$ cat config.mk
export PLATFORM = sky130hd
export DESIGN_NAME = banked_serial_lut
export DESIGN_NICKNAME = d
export VERILOG_FILES = /design/src/rtl/banked_serial_lut_pkg.sv /design/src/rtl/banked_serial_lut_frame_rx.sv /design/src/rtl/banked_serial_lut.sv
export SDC_FILE = /design/constraint.sdc
export NUM_CORES = 1
export LEC_CHECK = 0
export ABC_AREA = 1
export BUFFER_PORTS_ARGS = -buffer_cell sky130_fd_sc_hd__buf_4
export CORE_MARGIN = 10
export CORE_UTILIZATION = 60
export CTS_CLUSTER_DIAMETER = 30
export DETAILED_ROUTE_END_ITERATION = 10
export PLACE_DENSITY = 0.77
export SLEW_MARGIN = 20
export SYNTH_ARGS = -nofsm -noshare
export SYNTH_HDL_FRONTEND = slang
export SYNTH_HIERARCHICAL = 1
export SYNTH_SLANG_ARGS = --single-unit
$ cat constraint.sdc
create_clock -name clk -period 1.55 [get_ports clk]
set_input_delay 0.155 -clock clk [delete_from_list [all_inputs] [get_ports clk]]
set_output_delay 0.155 -clock clk [all_outputs]
set_load 0.05 [all_outputs]
$ cat src/rtl/banked_serial_lut_pkg.sv
// Shared types and sizing helpers for the banked serial LUT.
// The optional readback path is enabled by BANKED_SERIAL_LUT_READBACK_EN.
package banked_serial_lut_pkg;

  typedef enum logic [1:0] {
    IDLE   = 2'd0,
    SHIFT  = 2'd1,
    COMMIT = 2'd2
  } rx_state_e;

  function automatic int table_bits(input int in_w, input int out_w);
    return (1 << in_w) * out_w;
  endfunction

  // Bank index width; a single bank still gets a 1-bit index port.
  function automatic int bank_idx_w(input int banks);
    return (banks > 1) ? $clog2(banks) : 1;
  endfunction

endpackage

$ cat src/rtl/banked_serial_lut_frame_rx.sv
// Serial frame receiver: shadow shift register, length counter, commit FSM.
// Readback on dout exists only when BANKED_SERIAL_LUT_READBACK_EN is defined.
module serial_frame_rx
  import banked_serial_lut_pkg::*;
#(
  parameter int IN_WIDTH  = 3,
  parameter int OUT_WIDTH = 8,
  parameter int BANKS     = 2,
  localparam int TB       = table_bits(IN_WIDTH, OUT_WIDTH),
  localparam int BANK_W   = bank_idx_w(BANKS)
) (
  input  logic              clk,
  input  logic              rst_n,
  input  logic              cs_n,
  input  logic              d,
  input  logic [BANK_W-1:0] wr_bank,
  output logic              commit_pulse,
  output logic [BANK_W-1:0] tgt,
  output logic [TB-1:0]     shadow,
  output logic              frame_err,
  output logic              dout
);

  localparam int CNT_W = $clog2(TB + 2);
  localparam logic [CNT_W-1:0] CNT_ONE  = CNT_W'(1);
  localparam logic [CNT_W-1:0] CNT_FULL = CNT_W'(TB);
  localparam logic [CNT_W-1:0] CNT_SAT  = CNT_W'(TB + 1);

  rx_state_e         state_q, state_d;
  logic [TB-1:0]     shadow_q, shadow_d;
  logic [CNT_W-1:0]  cnt_q, cnt_d;
  logic [BANK_W-1:0] tgt_q, tgt_d;
  logic              err_q, err_d;
  logic              commit_q, commit_d;
  logic              shift_s;
  logic              tgt_ok_s;

  if (BANKS == (1 << BANK_W)) begin : g_tgt_full
    assign tgt_ok_s = 1'b1;
  end else begin : g_tgt_part
    assign tgt_ok_s = (tgt_q < BANK_W'(BANKS));
  end

  // Next-state logic; COMMIT deliberately ignores cs_n so a frame only starts from IDLE.
  always_comb begin
    state_d  = state_q;
    cnt_d    = cnt_q;
    tgt_d    = tgt_q;
    err_d    = err_q;
    commit_d = 1'b0;
    shift_s  = 1'b0;
    case (state_q)
      IDLE: begin
        if (!cs_n) begin
          shift_s = 1'b1;
          cnt_d   = CNT_ONE;
          tgt_d   = wr_bank;
          state_d = SHIFT;
        end else begin
          state_d = IDLE;
        end
      end
      SHIFT: begin
        if (!cs_n) begin
          shift_s = 1'b1;
          if (cnt_q != CNT_SAT) begin
            cnt_d = cnt_q + CNT_ONE;
          end else begin
            cnt_d = cnt_q;
          end
        end else if ((cnt_q == CNT_FULL) && tgt_ok_s) begin
          state_d  = COMMIT;
          commit_d = 1'b1;
        end else begin
          err_d   = 1'b1;
          state_d = IDLE;
        end
      end
      COMMIT: begin
        err_d   = 1'b0;
        state_d = IDLE;
      end
      default: begin
        state_d = IDLE;
      end
    endcase
    if (shift_s) begin
      shadow_d = {shadow_q[TB-2:0], d};
    end else begin
      shadow_d = shadow_q;
    end
  end

  // FSM and datapath registers.
  always_ff @(posedge clk or negedge rst_n) begin
    if (!rst_n) begin
      state_q  <= IDLE;
      shadow_q <= {TB{1'b0}};
      cnt_q    <= {CNT_W{1'b0}};
      tgt_q    <= {BANK_W{1'b0}};
      err_q    <= 1'b0;
      commit_q <= 1'b0;
    end else begin
      state_q  <= state_d;
      shadow_q <= shadow_d;
      cnt_q    <= cnt_d;
      tgt_q    <= tgt_d;
      err_q    <= err_d;
      commit_q <= commit_d;
    end
  end

`ifdef BANKED_SERIAL_LUT_READBACK_EN
  logic dout_q, dout_d;

  // Capture the bit falling off the shadow MSB on each shift.
  always_comb begin
    if (shift_s) begin
      dout_d = shadow_q[TB-1];
    end else begin
      dout_d = dout_q;
    end
  end

  // Readback register.
  always_ff @(posedge clk or negedge rst_n) begin
    if (!rst_n) begin
      dout_q <= 1'b0;
    end else begin
      dout_q <= dout_d;
    end
  end

  assign dout = dout_q;
`else
  assign dout = 1'b0;
`endif

  assign commit_pulse = commit_q;
  assign tgt          = tgt_q;
  assign shadow       = shadow_q;
  assign frame_err    = err_q;

endmodule

$ cat src/rtl/banked_serial_lut.sv
// Banked serially-loaded LUT: bank array, loaded flags and registered lookup.
// Define BANKED_SERIAL_LUT_READBACK_EN to enable shadow readback on dout.
module banked_serial_lut
  import banked_serial_lut_pkg::*;
#(
  parameter int IN_WIDTH  = 3,
  parameter int OUT_WIDTH = 8,
  parameter int BANKS     = 2,
  localparam int TB       = table_bits(IN_WIDTH, OUT_WIDTH),
  localparam int BANK_W   = bank_idx_w(BANKS)
) (
  input  logic                 clk,
  input  logic                 rst_n,
  input  logic                 cs_n,
  input  logic                 d,
  input  logic [BANK_W-1:0]    wr_bank,
  input  logic [IN_WIDTH-1:0]  sel,
  input  logic [BANK_W-1:0]    rd_bank,
  output logic [OUT_WIDTH-1:0] out,
  output logic [BANKS-1:0]     loaded,
  output logic                 frame_err,
  output logic                 dout
);

  logic              commit_s;
  logic [BANK_W-1:0] tgt_s;
  logic [TB-1:0]     shadow_s;
  logic              rd_ok_s;

  logic [TB-1:0]        bank_q [BANKS];
  logic [TB-1:0]        bank_d [BANKS];
  logic [BANKS-1:0]     loaded_q, loaded_d;
  logic [OUT_WIDTH-1:0] out_q, out_d;

  serial_frame_rx #(
    .IN_WIDTH (IN_WIDTH),
    .OUT_WIDTH(OUT_WIDTH),
    .BANKS    (BANKS)
  ) u_rx (
    .clk         (clk),
    .rst_n       (rst_n),
    .cs_n        (cs_n),
    .d           (d),
    .wr_bank     (wr_bank),
    .commit_pulse(commit_s),
    .tgt         (tgt_s),
    .shadow      (shadow_s),
    .frame_err   (frame_err),
    .dout        (dout)
  );

  if (BANKS == (1 << BANK_W)) begin : g_rd_full
    assign rd_ok_s = 1'b1;
  end else begin : g_rd_part
    assign rd_ok_s = (rd_bank < BANK_W'(BANKS));
  end

  // Whole-frame bank update on the commit cycle, so lookups never see a partial table.
  always_comb begin
    for (int b = 0; b < BANKS; b++) begin
      if (commit_s && (tgt_s == BANK_W'(b))) begin
        bank_d[b]   = shadow_s;
        loaded_d[b] = 1'b1;
      end else begin
        bank_d[b]   = bank_q[b];
        loaded_d[b] = loaded_q[b];
      end
    end
  end

  // Lookup mux; out-of-range banks read as zero.
  always_comb begin
    if (rd_ok_s) begin
      out_d = bank_q[rd_bank][int'(sel) * OUT_WIDTH +: OUT_WIDTH];
    end else begin
      out_d = {OUT_WIDTH{1'b0}};
    end
  end

  // Bank storage, loaded flags and lookup register.
  always_ff @(posedge clk or negedge rst_n) begin
    if (!rst_n) begin
      for (int b = 0; b < BANKS; b++) begin
        bank_q[b] <= {TB{1'b0}};
      end
      loaded_q <= {BANKS{1'b0}};
      out_q    <= {OUT_WIDTH{1'b0}};
    end else begin
      for (int b = 0; b < BANKS; b++) begin
        bank_q[b] <= bank_d[b];
      end
      loaded_q <= loaded_d;
      out_q    <= out_d;
    end
  end

  assign out    = out_q;
  assign loaded = loaded_q;

endmodule

==> results of run 1 <==
==> per-stage QoR <==
stage	utilization (%)	area, um2	hold WS, ps	worst slack, ps	power [mW]
floorplan	-	9724	-140.6	350.6	7.160
global placement	63.64	10110	94.04	256.9	7.629
detailed placement	63.64	10110	95.97	198.4	7.672
CTS	72.68	11540	66.96	159.5	16.56
global route	72.68	11540	131.3	59.80	17.07
finish	72.68	11540	83.50	179.0	16.45
==> Yosys cell counts, drive strengths merged <==
cell    number  area share, %
nand4        1          0.064
o21bai       2           0.15
nand3      100            5.1
inv        212            8.2
buf         52            4.1
nor4         1          0.064
nor3         1          0.051
dfrtp      214             55
conb         1          0.039
mux2         2           0.23
ha           3           0.39
o21ai      164            8.4
or2          1          0.064
a21oi       33            1.7
clkbuf      15           0.58
nand2      357             14
xor2         1          0.090
nor2        44            1.8
==> kinds of logic after synthesis <==
logic type	synth area share [%]
and+or+nand+nor	21.02
buffers and inverters	12.87
DFF	55.07
AOI/OAI and AO/OA	10.29
adders and majority gates	0.3860
muxes	0.2316
other	0.03856
xor gates and xnor gates	0.09008
==> state kept, by name, summed over array words and instances (netlist names) <==
name,cells
bank_q,128
loaded,2
out,8
u_rx/cnt_q,7
u_rx/commit_pulse,1
u_rx/frame_err,1
u_rx/shadow,64
u_rx/state_q,2
u_rx/tgt,1
==> layout by cell type (no fill, tap or decap) <==
master	Yosys	layout
nand2_1	356	354
conb_1	1	1
buf_4	5	32
nor4_1	1	1
nor2_4	1	1
xor2_1	1	1
nor3_1	1	1
buf_12	1	15
clkbuf_8	0	6
inv_1	210	210
or2_2	1	1
nand2_4	1	3
inv_6	0	4
nand3_1	100	100
o21bai_1	2	2
dfrtp_1	214	214
a21oi_1	33	33
buf_8	3	1
bufinv_16	0	5
nand4_1	1	1
clkbuf_1	15	4
o21ai_1	2	2
clkinvlp_4	0	3
nor2_1	43	43
ha_1	3	3
dlygate4sd3_1	0	5
o21ai_0	162	162
clkinv_4	0	1
clkinv_2	0	9
inv_2	2	2
clkbuf_16	0	41
mux2_2	2	2
==> repair_timing <==
| item | in CTS | in global routing |
|---|---|---|
| resized for setup | 0 | 0 |
| endpoints found under the hold margin | 224 | 0 |
| hold buffers | 5 | 0 |
| endpoints found under the setup margin | 0 | 0 |
==> cell type report <==
cell class / count / share of cell area [%]
clock buffer: 51 / 9.732
clock inverter: 22 / 2.265
inverter: 212 / 6.893
multi-input combinational: 711 / 27.14
sequential: 214 / 46.39
tap: 216 / 2.341
timing repair buffer: 53 / 5.245
==> power by group through the flow <==
stage                     Clock, mW  Sequential (mW)  Combinational [mW]
after CTS                      8.93             6.26                1.37
after global placement            0             6.33                1.29
after detailed placement          0             6.34                1.33
after floorplan                   0             6.33               0.826
final                          8.83             6.27                1.36
after global routing           9.20             6.31                1.56
==> path summary, 6_finish.rpt <==
path | end | slack [ps]
setup reg to reg | u_rx/shadow[22]$_DFFE_PN0P_ | 180
min in group asynchronous | bank_q[7]$_DFFE_PN0P_ | 140
max in group asynchronous | bank_q[55]$_DFFE_PN0P_ | 810
setup / recovery | u_rx/shadow[22]$_DFFE_PN0P_ | 180
hold / removal | out[0]$_DFF_PN0_ | 80
hold reg to reg | loaded[1]$_DFFE_PN0P_ | 470
==> per-layer routing <==
metal	track usage, %	vias to the layer above
met2	31.92	238
met4	9.316	0
li1	-	3774
met1	27.88	3700
met5	0	-
met3	3.931	57
==> critical path: stages, from the launching register on <==
cell and delay, ps:
dfrtp_1 430, nor2_4 240, buf_12 180, buf_12 210
nor2_1 60, a21oi_1 140
==> flow_summary.yaml, run 1 <==
cts:
  cts_root_buf: "clkbuf_16"
  clock-sinks: 214
  cts_buffer_depth: 3
  insertion_delay_ps: 520
  cts_made_buffers: 40
  clkTransAtPathRegs_ps: 50
  cts_setup_buffers: 0
  cts_tree: "built"
  cts_max_level: 2
finish:
  area.sequential_mm2: 0.005355
  multi_input_area_mm2: 0.003133
  n_fill_cell: 1193
  drive_gt1_share_pct: 9.976
  antennaDiodeCount: 0
  fin_cells: 1479
  syn2layout_area_growth_pct: 18.72
  final_nets: 1244
grt:
  grt_max_degree: 94
  grt_pass1_vias: 7664
  grt_remaining_overflow: 0
  grt_usage_pct: 20.70
  grt_pass1_wl_mm: 37.17
  antenna_found_initial: 0
detailed_routing:
  met2_length_mm: 10.24
  avgRoutedWirePerCell_um: 14.98
  drt-met1-wl_mm: 10.02
  vias_per_cell: 5.253
  drt_pass1_iterations: 5
  ant_nets: 0
  routed_wl_mm: 22.16
  dr_wl_met3_mm: 1.200
  routed.top_layer: "met4"
  drc: 0
  drt_iter0_markers: 742
  vias: 7769
sta:
  finalSetupViolations: 0
  drv_slew: 0
  final_hold_viol_count: 0
  tns_ps: 0
  post-route-period-util_pct: 88.45
  clock_skew_ps: 11.39
  period_needed_ps: 1371
  max_freq_ghz: 0.7294
  rsz0062_at_grt: "false"
hold_path:
  hp-start: "sel[0]"
  hold_path.class: "in2reg"
  worstHoldPathCells: 5
power_and_ir_drop:
  p_switching_mw: 4.062
  power_frac_seq_pct: 38.1
  leakagePower_nw: 5.927
  combPwrFrac_pct: 8.3
  p_int_mw: 12.39
  pwr-share-clk_pct: 53.6
  cellPowerDensity_mw_per_mm2: 1425
  p_sw_share_pct: 24.69
  peakVddDrop_uv: 1110
yosys:
  synth_area_mm2: 0.009724
  synth.net_count: 1216
  ys_seq_elements: 214
  avgSynthCellArea_um2: 8.077
  yosysSeqAreaShare_pct: 55.07
  yosysWarnings: 6
  syn_inst: 1204
  ys_types: 26
floorplanning:
  start_util_pct: 61.22
  die_h_um: 147.3
  num_io_pins: 21
  die_w_um: 147.3
  rows: 46
  core_mm2: 0.01589
  die_area_mm2: 0.02170
critical_path:
  crit_fanout: 47
  worstRegToRegCells: 5
  setup.worst_path.class: "reg2reg"
  critPathCaptureType: "register"
  worstPathRequired_ps: 1980
  reg2reg_from: "u_rx/state_q[1]$_DFFE_PN0P_"
  cp-start-kind: "register"
  arrival_ps: 1800
  crit_path_start: "u_rx/state_q[1]$_DFFE_PN0P_"
job:
  max-cap-violations: 0
placed_design:
  place.detailed.hpwl_mm: 13.66
  dp_cells: 1401
  gp_congestion: 0.8011
  io_buffers: 19
status:
  status: "finished clean"
(Power assumes the default switching activity.)
==> inputs of run 2 (changes only) <==
Settings changed: BUFFER_PORTS_ARGS -buffer_cell sky130_fd_sc_hd__buf_4 to -buffer_cell sky130_fd_sc_hd__buf_2.
==> run 2 against run 1 <==
Critical path depth shrank 2; die area is the same; register-to-register slack lost 60 ps; sequential power is essentially flat; combinational power is essentially flat; power grew 2.1%; clock power grew 3.9%; setup slack lost 59 ps; first-iteration DRC count shrank 7.1%; largest cell class unchanged.
==> flow_summary.yaml, run 2 (synthesized netlist as in run 1, its figures left out) <==
critical_path:
  crit_fanout: 5
  crit_slowest_cell: "dlygate4sd3_1"
  arrival_ps: 1820
  worstPathRequired_ps: 1940
  worst-path-buf-inv: 1
  cp_cell_sequence: "nor4_1 > dlygate4sd3_1 > nor2_1"
  slowest_delay_ps: 580
  cp-start-kind: "register"
  setup.worst_path.class: "reg2reg"
  cp_top_family: "buffers and inverters"
  critPathCaptureType: "register"
finish:
  n_fill_cell: 1196
  syn2layout_area_growth_pct: 19.27
  layout_common_cells: "nand2_1 (354), dfrtp_1 (214), inv_1 (210)"
  final_common_cell: "nand2_1"
  drive_gt1_share_pct: 10.15
  fin_cells: 1487
  antennaDiodeCount: 0
  largest_reg_flops: 128
  regMostFlops: "bank_q"
  final_nets: 1253
sta:
  rsz0062_at_grt: "false"
  max_freq_ghz: 0.6994
  tns_ps: 0
  drv_slew: 0
  finalWorstSetupSlack_ps: 120.3
  clock_skew_ps: 13.32
  finalSetupViolations: 0
  period_needed_ps: 1430
  post-route-period-util_pct: 92.24
  final_hold_viol_count: 0
cts:
  cts_root_buf: "clkbuf_16"
  cts_tree: "built"
  cts_made_buffers: 42
  clkTransAtPathRegs_ps: 40
  cts_buffer_depth: 3
  clock-sinks: 214
  cts_max_level: 2
  insertion_delay_ps: 510
placed_design:
  place.detailed.hpwl_mm: 14.24
  io_buffers: 19
  dp_cells: 1408
  dp_slack_ps: 179.5
  gp_congestion: 0.8450
power_and_ir_drop:
  power_frac_seq_pct: 37.4
  leakagePower_nw: 5.960
  pwr-share-clk_pct: 54.6
  cellPowerDensity_mw_per_mm2: 1448
  p_int_mw: 12.78
  peakVddDrop_uv: 1044
  p_sw_share_pct: 23.91
  p_switching_mw: 4.015
  combPwrFrac_pct: 8.0
grt:
  antenna_found_initial: 0
  grt_pass1_wl_mm: 38.61
  grt_remaining_overflow: 0
  grt_usage_pct: 21.29
  grt_max_degree: 58
  grt_pass1_vias: 7896
hold_path:
  hold_path.class: "in2reg"
floorplanning:
  die_h_um: 147.3
  die_w_um: 147.3
  num_io_pins: 21
  core_mm2: 0.01589
  start_util_pct: 61.22
  die_area_mm2: 0.02170
  rows: 46
job:
  max-cap-violations: 0
detailed_routing:
  routed_wl_mm: 22.47
  drt_iter0_markers: 689
  vias: 7776
  drt_pass1_iterations: 5
  ant_nets: 0
  drc: 0
  vias_per_cell: 5.229
  avgRoutedWirePerCell_um: 15.11
status:
  status: "finished clean"
run 2: through the flow:
step	utilization (%)	total power [mW]	area (um2)	hold slack (ps)
CTS	73.02	16.90	11600	93.68
floorplan	-	7.160	9724	-140.6
global placement	63.53	7.603	10090	122.7
detailed placement	63.53	7.663	10090	125.3
finish	73.02	16.79	11600	106.8
global route	73.02	17.43	11600	113.0
run 2: power groups by stage:
stage,Sequential [mW],Clock (mW),Combinational (mW)
after global routing,6.32,9.56,1.54
after global placement,6.34,0,1.26
after floorplan,6.33,0,0.826
final,6.28,9.17,1.34
after CTS,6.28,9.28,1.35
after detailed placement,6.35,0,1.31
run 2: metal layers:
metal  share of wire [%]  global-route usage (%)  up-vias
met3                 5.5                   4.208       59
met4                 2.8                   7.334        0
li1                    -                       -     3771
met2                  47                   34.40      225
met1                  45                   28.09     3721
met5                   0                       0        -
run 2: repair_timing:
item | in CTS | in global routing
hold endpoints to repair | 176 | 0
buffers inserted | 0 | 0
hold buffers | 5 | 0
resized for setup | 0 | 0
run 2: layout make-up:
| class | count | area, um2 | area share, % |
|---|---|---|---|
| multi-input combinational | 711 | 3133 | 27.01 |
| timing repair buffer | 60 | 588.1 | 5.070 |
| sequential | 214 | 5355 | 46.17 |
| clock buffer | 60 | 1242 | 10.71 |
| inverter | 212 | 795.8 | 6.861 |
| tap | 216 | 270.3 | 2.330 |
| clock inverter | 14 | 214.0 | 1.845 |
run 2: final timing paths:
path	startpoint	endpoint	slack (ps)	cells after the start
min reg2reg	loaded[1]$_DFFE_PN0P_	loaded[1]$_DFFE_PN0P_	470	2
max in group asynchronous	rst_n	bank_q[49]$_DFFE_PN0P_	760	3
max	u_rx/state_q[1]$_DFFE_PN0P_	u_rx/tgt$_DFFE_PN0P_	120	3
max reg2reg	u_rx/state_q[1]$_DFFE_PN0P_	u_rx/tgt$_DFFE_PN0P_	120	3
min in group asynchronous	rst_n	bank_q[22]$_DFFE_PN0P_	180	2
min	sel[2]	out[4]$_DFF_PN0_	110	4
run 2: worst register-to-register path: stages (launching register included):
cell and delay (ps):
dfrtp_1 430, nor4_1 270, dlygate4sd3_1 580, nor2_1 40
==> inputs of run 3 (changes only) <==
Settings changed: MAX_ROUTING_LAYER from default to met4, SKIP_CTS_REPAIR_TIMING from default to 1.
Clock period 1.55 ns to 1.4 ns, I/O delays scaled along.
==> run 3 against run 2 <==
Core utilization shrank 0.54 points; wire length shrank 1.4%; via count shrank 0.46%; setup slack lost 70 ps; design area shrank 0.74%; worst hold slack lost 21 ps; first-iteration DRC count shrank 5.7%; global-route usage grew 0.21 points; die area is the same; sequential share of layout area grew 0.35 points; combinational power grew 12%; cell count shrank 0.47%; highest routed layer unchanged.
==> flow_summary.yaml, run 3 (synthesized netlist as in run 1, its figures left out) <==
critical_path:
  worst-path-buf-inv: 1
  setup.worst_path.class: "reg2out"
  cp_cell_sequence: "buf_2"
  cp_top_family: "flip-flops"
  cp-start-kind: "register"
  slowest_delay_ps: 400
  crit_fanout: 1
  crit_slowest_cell: "dfrtp_1"
  worstPathRequired_ps: 1260
  critPathCaptureType: "output port"
  arrival_ps: 1210
sta:
  post-route-period-util_pct: 96.42
  clock_skew_ps: 21.21
  rsz0062_at_grt: "false"
  final_hold_viol_count: 0
  finalSetupViolations: 0
  max_freq_ghz: 0.7408
  period_needed_ps: 1350
  tns_ps: 0
  drv_slew: 0
finish:
  layout_common_cells: "nand2_1 (353), dfrtp_1 (214), inv_1 (210)"
  drive_gt1_share_pct: 10.13
  syn2layout_area_growth_pct: 18.39
  final_area_mm2: 0.01151
  final_common_cell: "nand2_1"
  largest_reg_flops: 128
  final_nets: 1247
  regMostFlops: "bank_q"
  antennaDiodeCount: 0
cts:
  clock-sinks: 214
  cts_tree: "built"
  clkTransAtPathRegs_ps: 50
  cts_made_buffers: 40
  cts_buffer_depth: 3
  insertion_delay_ps: 520
  cts_root_buf: "clkbuf_16"
  cts_max_level: 2
placed_design:
  io_buffers: 19
  gp_congestion: 0.8539
  place.detailed.hpwl_mm: 13.79
  postPlaceCellArea_mm2: 0.01016
grt:
  grt_remaining_overflow: 0
  antenna_found_initial: 0
  grt_usage_pct: 21.50
  grt_pass1_vias: 7798
  grt_max_degree: 45
  grt_pass1_wl_mm: 37.69
detailed_routing:
  vias_per_cell: 5.230
  ant_nets: 0
  vias: 7740
  routed_wl_mm: 22.16
  drt_iter0_markers: 650
  avgRoutedWirePerCell_um: 14.97
  drc: 0
  drt_pass1_iterations: 5
floorplanning:
  die_w_um: 147.3
  die_h_um: 147.3
  core_mm2: 0.01589
  num_io_pins: 21
  start_util_pct: 61.22
  die_area_mm2: 0.02170
  rows: 46
hold_path:
  hold_path.class: "in2reg"
power_and_ir_drop:
  pwr-share-clk_pct: 51.9
  p_int_mw: 13.18
  combPwrFrac_pct: 8.5
  leakagePower_nw: 5.916
  p_sw_share_pct: 25.04
  peakVddDrop_uv: 969.2
  power_frac_seq_pct: 39.5
  cellPowerDensity_mw_per_mm2: 1527
  p_switching_mw: 4.401
status:
  status: "finished clean"
job:
  max-cap-violations: 0
==> run 3: per-layer routing <==
metal / track usage (%) / part of all wire, % / vias to the layer above / routed length (um)
met5: - / 0 / - / 0
met4: 7.929 / 2.1 / 0 / 468
met3: 3.778 / 5.2 / 44 / 1147
met2: 33.39 / 48 / 227 / 10630
met1: 27.87 / 45 / 3698 / 9916
li1: - / - / 3771 / -
==> run 3: worst register-to-register path: cells and delay by family (launching register included) <==
kind / cells / cell delay, ps
fa+ha+maj: 1 / 150
buf+inv: 2 / 150
flops: 1 / 400
simple gates: 6 / 460
==> run 3: path summary, 6_finish.rpt <==
kind                                           startpoint                     endpoint  slack (ps)  cells past startpoint
worst max-delay path                     out[3]$_DFF_PN0_                       out[3]          50                      1
worst min-delay path                               sel[2]             out[3]$_DFF_PN0_          90                      4
worst max register to register  u_rx/cnt_q[1]$_DFFE_PN0P_    u_rx/cnt_q[6]$_DFFE_PN0P_         120                      9
worst min register to register      loaded[1]$_DFFE_PN0P_        loaded[1]$_DFFE_PN0P_         480                      2
max in group asynchronous                           rst_n   u_rx/shadow[2]$_DFFE_PN0P_         710                      3
min in group asynchronous                           rst_n  u_rx/shadow[14]$_DFFE_PN0P_         120                      2
==> run 3: stage by stage <==
stage,hold WS [ps],total power [mW],util (%),setup slack [ps],instances
floorplan,-155.6,7.927,-,200.6,1204
global placement,49.03,8.441,63.94,114.1,1405
finish,86.25,17.58,72.47,50.12,1480
global route,92.30,18.27,72.47,17.68,1480
CTS,-483.7,17.69,72.20,38.72,1476
detailed placement,49.85,8.501,63.94,87.21,1405
==> run 3: cell type report <==
| cell class | count | area, um2 |
|---|---|---|
| Tap cell | 216 | 270.3 |
| Sequential cell | 214 | 5355 |
| Clock buffer | 56 | 1182 |
| Multi-Input combinational cell | 711 | 3136 |
| Timing Repair Buffer | 56 | 643.1 |
| Inverter | 212 | 795.8 |
| Clock inverter | 15 | 130.1 |
| Fill cell | 1198 | 4373 |
==> run 3: power by group through the flow <==
stage	sequential, mW	clock (mW)	combinational [mW]
after floorplan	7.01	0	0.915
after global placement	7.01	0	1.43
after detailed placement	7.03	0	1.47
after CTS	6.94	9.25	1.50
after global routing	6.99	9.57	1.72
final	6.95	9.13	1.50
